### config.mk
export PLATFORM = sky130hd
export DESIGN_NAME = priority_encoder_8_3_flat
export DESIGN_NICKNAME = d
export VERILOG_FILES = /design/src/rtl/priority_encoder_8_3_pkg.sv /design/src/rtl/priority_encoder_8_3_if.sv /design/src/rtl/priority_encoder_8_3_penc4.sv /design/src/rtl/priority_encoder_8_3.sv /design/src/flat_wrapper.sv
export SDC_FILE = /design/constraint.sdc
export NUM_CORES = 1
export LEC_CHECK = 0
export CORE_MARGIN = 2
export CORE_UTILIZATION = 35
export DETAILED_ROUTE_END_ITERATION = 7
export DONT_BUFFER_PORTS = 1
export GPL_ROUTABILITY_DRIVEN = 0
export GPL_TIMING_DRIVEN = 0
export PLACE_DENSITY = 0.47
export SLEW_MARGIN = 40
export SYNTH_ARGS = -nofsm -noshare
export SYNTH_HDL_FRONTEND = slang
export SYNTH_SLANG_ARGS = --single-unit
export TNS_END_PERCENT = 20
### constraint.sdc
create_clock -name clk -period 3.1 [get_ports clk]
set_clock_uncertainty 0.1 [all_clocks]
set_input_delay 0.775 -clock clk [delete_from_list [all_inputs] [get_ports clk]]
set_output_delay 0.775 -clock clk [all_outputs]
set_load 0.01 [all_outputs]
### src/rtl/priority_encoder_8_3_pkg.sv
// Shared constants, the 3-to-8 onehot helper and the control state type
// for the registered 8-to-3 priority encoder.
package enc_pkg;

   localparam int N_REQ = 8;
   localparam int IDX_W = 3;

   typedef enum logic {
      IDLE    = 1'b0,
      PRESENT = 1'b1
   } state_e;

   function automatic logic [N_REQ-1:0] onehot(input logic [IDX_W-1:0] idx);
      onehot = N_REQ'(1) << idx;
   endfunction

endpackage

### src/rtl/priority_encoder_8_3_if.sv
// Request/handshake bundle between request sources, the encoder and its consumer.
// Handshake: y is offered while valid=1 and must stay stable until ack=1 is seen
// on a rising edge; ack while valid=0 has no effect.
interface priority_encoder_8_3_if;
   import enc_pkg::*;

   logic             en;
   logic [N_REQ-1:0] req;
   logic             ack;
   logic [IDX_W-1:0] y;
   logic             valid;
   logic [N_REQ-1:0] pending;

   modport master (
      output en, req, ack,
      input  y, valid, pending
   );

   modport slave (
      input  en, req, ack,
      output y, valid, pending
   );
endinterface

### src/rtl/priority_encoder_8_3_penc4.sv
// Combinational 4-to-2 priority encoder; bit 3 has the highest priority.
module priority_encoder_4_2 (
   input  logic [3:0] a,
   output logic [1:0] y,
   output logic       v
);

   always_comb begin
      y = 2'd0;
      v = 1'b1;
      casez (a)
         4'b1???: y = 2'd3;
         4'b01??: y = 2'd2;
         4'b001?: y = 2'd1;
         4'b0001: y = 2'd0;
         default: v = 1'b0;
      endcase
   end

endmodule

### src/rtl/priority_encoder_8_3.sv
// Registered 8-to-3 priority encoder: latches requests into a pending vector and
// presents the highest pending index with a valid/ack handshake.
module priority_encoder_8_3
   import enc_pkg::*;
(
   input  logic                      clk,
   input  logic                      rst_n,
   priority_encoder_8_3_if.slave     bus,
   output state_e                    state_o
);

   state_e           state_q, state_d;
   logic [IDX_W-1:0] y_q, y_d;
   logic             valid_q, valid_d;
   logic [N_REQ-1:0] pending_q, pending_d;

   logic [N_REQ-1:0] req_m;
   logic [N_REQ-1:0] clr;
   logic [1:0]       y_hi, y_lo;
   logic             v_hi, v_lo;
   logic [IDX_W-1:0] sel_y;
   logic             sel_any;

   // A request on the index being retired re-arms it: set wins over clear.
   always_comb begin
      req_m     = bus.en ? bus.req : '0;
      clr       = (valid_q && bus.ack) ? onehot(y_q) : '0;
      pending_d = (pending_q & ~clr) | req_m;
   end

   priority_encoder_4_2 u_penc_hi (
      .a (pending_d[7:4]),
      .y (y_hi),
      .v (v_hi)
   );

   priority_encoder_4_2 u_penc_lo (
      .a (pending_d[3:0]),
      .y (y_lo),
      .v (v_lo)
   );

   always_comb begin
      sel_y   = v_hi ? {1'b1, y_hi} : {1'b0, y_lo};
      sel_any = v_hi | v_lo;
   end

   // While presenting without ack, y and valid are frozen (no preemption).
   always_comb begin
      state_d = state_q;
      y_d     = y_q;
      valid_d = valid_q;
      case (state_q)
         IDLE: begin
            if (sel_any) begin
               state_d = PRESENT;
               valid_d = 1'b1;
               y_d     = sel_y;
            end
         end
         PRESENT: begin
            if (bus.ack) begin
               if (sel_any) begin
                  y_d = sel_y;
               end else begin
                  state_d = IDLE;
                  valid_d = 1'b0;
               end
            end
         end
         default: begin
            state_d = IDLE;
            valid_d = 1'b0;
         end
      endcase
   end

   always_ff @(posedge clk or negedge rst_n) begin
      if (!rst_n) begin
         state_q   <= IDLE;
         y_q       <= '0;
         valid_q   <= 1'b0;
         pending_q <= '0;
      end else begin
         state_q   <= state_d;
         y_q       <= y_d;
         valid_q   <= valid_d;
         pending_q <= pending_d;
      end
   end

   assign bus.y       = y_q;
   assign bus.valid   = valid_q;
   assign bus.pending = pending_q;
   assign state_o     = state_q;

endmodule

### src/flat_wrapper.sv
// flat-port wrapper written by rule: the top's interface ports become plain ports
module priority_encoder_8_3_flat import enc_pkg::*;
  (clk, rst_n, state_o, bus_en, bus_req, bus_ack, bus_y, bus_valid, bus_pending);
  priority_encoder_8_3_if bus_i ();
  input  logic clk;
  input  logic rst_n;
  output state_e state_o;
  input wire logic [$bits(bus_i.en)-1:0] bus_en;
  input wire logic [$bits(bus_i.req)-1:0] bus_req;
  input wire logic [$bits(bus_i.ack)-1:0] bus_ack;
  output wire logic [$bits(bus_i.y)-1:0] bus_y;
  output wire logic [$bits(bus_i.valid)-1:0] bus_valid;
  output wire logic [$bits(bus_i.pending)-1:0] bus_pending;
  assign bus_i.en = bus_en;
  assign bus_i.req = bus_req;
  assign bus_i.ack = bus_ack;
  assign bus_y = bus_i.y;
  assign bus_valid = bus_i.valid;
  assign bus_pending = bus_i.pending;
  priority_encoder_8_3 u_core (.clk(clk), .rst_n(rst_n), .bus(bus_i), .state_o(state_o));
endmodule
==> flow_summary.ini <==
[clocking]
h-tree-depth = 1
clockRootBuffer = clkbuf_4
clkLatencyLatePin_ns = 0.27
cts_tree = yes
path_clk_slew_ns = 0.08
cts_sinks = 13
numCtsBuffers = 3
clockBufferDepth = 2
postCtsSetupBuffers = 0
cts_hold_buf = 0
cts-resized-gates = 0

[floorplanning]
rows = 16
io_pins = 25
die_w_um = 49.50
core_area_um2 = 1962
die_area_um2 = 2450
initial_core_util_pct = 36.93
die_y_um = 49.50

[setup_path]
reg2reg_depth = 6
setup.worst_path.end_class = flip-flop
crit_start = bus_en
crit_fanout = 10
cp-endpoint = u_core.bus.y[0]
worstReg2RegStart = u_core.bus.y[1]
critPathKind = input port to flip-flop
start_kind = input port
required_ns = 3.16
r2r_slack_ns = 0.92
arrival_ns = 2.32
worstReg2RegEnd = u_core.bus.y[0]

[logic_synthesis]
synthesis.nets = 90
synth_top_area_share_pct = 44.91
synth_compound_area_share_pct = 21.24
synth_cell_types = 25
synthAdderAreaFrac_pct = 0
ys_seq_elements = 13
ys_seq_area_share_pct = 44.91
synth-xor-area-share_pct = 0
syn_area_per_cell_um2 = 9.288
synth_area_leaders = dfrtp_1, o21ai_0, nand2_1
synth_top_area_cell = dfrtp_1
syn_inst = 78
yosys.area_share.simple_pct = 24.35
netlist_area_um2 = 724.4
synthMuxAreaShare_pct = 4.836
yosys_warnings = 0
synth_top_family_by_area = simple AND/OR/NAND/NOR gates

[status]
status = finished, final reports clean

[power_and_ir_drop]
p_leak_nw = 0.3466
p_per_area_nw_per_um2 = 539.5
peakVddDrop_v = 0.0002871
p_total_uw = 423.2

[placed_design]
hpwl_um = 1281
numPortBuffers = 0

[sta]
tns_ns = 0
period_needed_ns = 2.263
clock.fmax_mhz = 441.8
hold_viol_final = 0
worst_pin_slew_ns = 0.4183
rsz0062_at_grt = false
fin_crit_sh_pct = 73.02
slew_headroom_pct = 72.11
finalMaxSlewViolations = 0
setup_viol = 0

[global_route]
grt_util_all_layers_pct = 15.24
top_usage_layer = met2
grt_pass1_wl_um = 2794
grt_pass1_vias = 590
grtUsageMet1_pct = 17.40
grt_overflow = 0
grt_antenna_before_repair = 0
use_met2_pct = 26.58
grt_max_degree = 14
grtUsageMet3_pct = 4.848

[routing]
avgViaCountPerCell = 5.294
wl_per_cell_um = 15.45
dr.pass1.iters = 4
routed_wl_um = 1684
drc_errors = 0
ant_nets = 0
drt-initial-drc-count = 15
via_count = 577

[cells_and_area]
layout_commonest_cell = nand2_1
layout-drive-gt1-share_pct = 10.98
final_cell_mix = nand2_1, o21ai_0, dfrtp_1
antenna_cells = 0
final_util_pct = 39.99
nets = 95
area_delta_synth_final_pct = 8.290

[hold_path]
min_path_type = input port to async pin

[job]
cap_violations = 0
[per-layer routing]
layer  up-vias  share of wire [%]
met1       269                 43
met4         0               0.71
li1        285                  -
met3         2                6.8
met5         -                  0
met2        21                 50
[power breakdown]
part | switching (mW) | internal, mW
combinational | 0.0484 | 0.0474
clock | 0.0561 | 0.0498
sequential | 0.0326 | 0.189
[sequential cells by signal, indices dropped and copies added, names as in the netlist]
name / count
u_core.state_o: 1
u_core.bus.y: 3
u_core.bus.valid: 1
u_core.bus.pending: 8
[cells in the mapped netlist, drive strengths merged]
library cell,n
a22oi,2
nand4b,1
inv,5
nand3,3
a22o,4
nor2,2
nand2b,3
nand4,2
buf,1
or3b,1
mux2i,2
nor4,1
nand2,14
o21ai,13
nand3b,1
and2,1
mux2,1
a21o,3
clkbuf,1
a21oi,1
nor2b,2
a221o,1
dfrtp,13
[kinds of logic after synthesis]
kind of cell | after synthesis
AND/OR/NAND/NOR | 31
multiplexers | 3
buffers and inverters | 7
flip-flops | 13
AO/OA/AOI/OAI | 24
[layout make-up]
class / instances / area, µm²
Buffer: 2 / 15.01
Sequential cell: 13 / 325.3
Clock buffer: 4 / 26.28
Multi-Input combinational cell: 58 / 365.4
Fill cell: 218 / 1177
Inverter: 5 / 18.77
Tap cell: 27 / 33.78
[how the worst min path moves through the flow]
| stage | start | end | slack, ns | cells past startpoint |
|---|---|---|---|---|
| 4_1_cts | rst_n | u_core.bus.pending[0] | 0.08 | 0 |
| 2_1_floorplan | rst_n | u_core.bus.pending[0] | 0.38 | 0 |
| 5_1_grt | rst_n | u_core.bus.pending[0] | 0.06 | 0 |
| 6_report | rst_n | u_core.bus.pending[0] | 0.09 | 0 |
| 3_5_place_dp | rst_n | u_core.bus.pending[0] | 0.38 | 0 |
| 3_3_place_gp | rst_n | u_core.bus.pending[0] | 0.38 | 0 |
[worst max-delay path, cell delays in order]
cell and delay (ns):
clkbuf_1 0.20, a22o_1 0.28, or3b_4 0.41, nor4_4 0.28, nor2_2 0.07, mux2_4 0.30
[through the flow]
step           hold WS [ns]  worst slack (ns)  area, µm²  std cells
6_report            0.08531            0.8365      784.5        109
2_1_floorplan        0.3794            0.7279      724.4         78
5_1_grt             0.06183            0.7252      784.5        109
3_5_place_dp         0.3798            0.5173      758.2        105
3_3_place_gp         0.3797            0.5451      758.2        105
4_1_cts             0.07860            0.8055      784.5        109
Note: power is estimated with default switching activity, not from simulation.
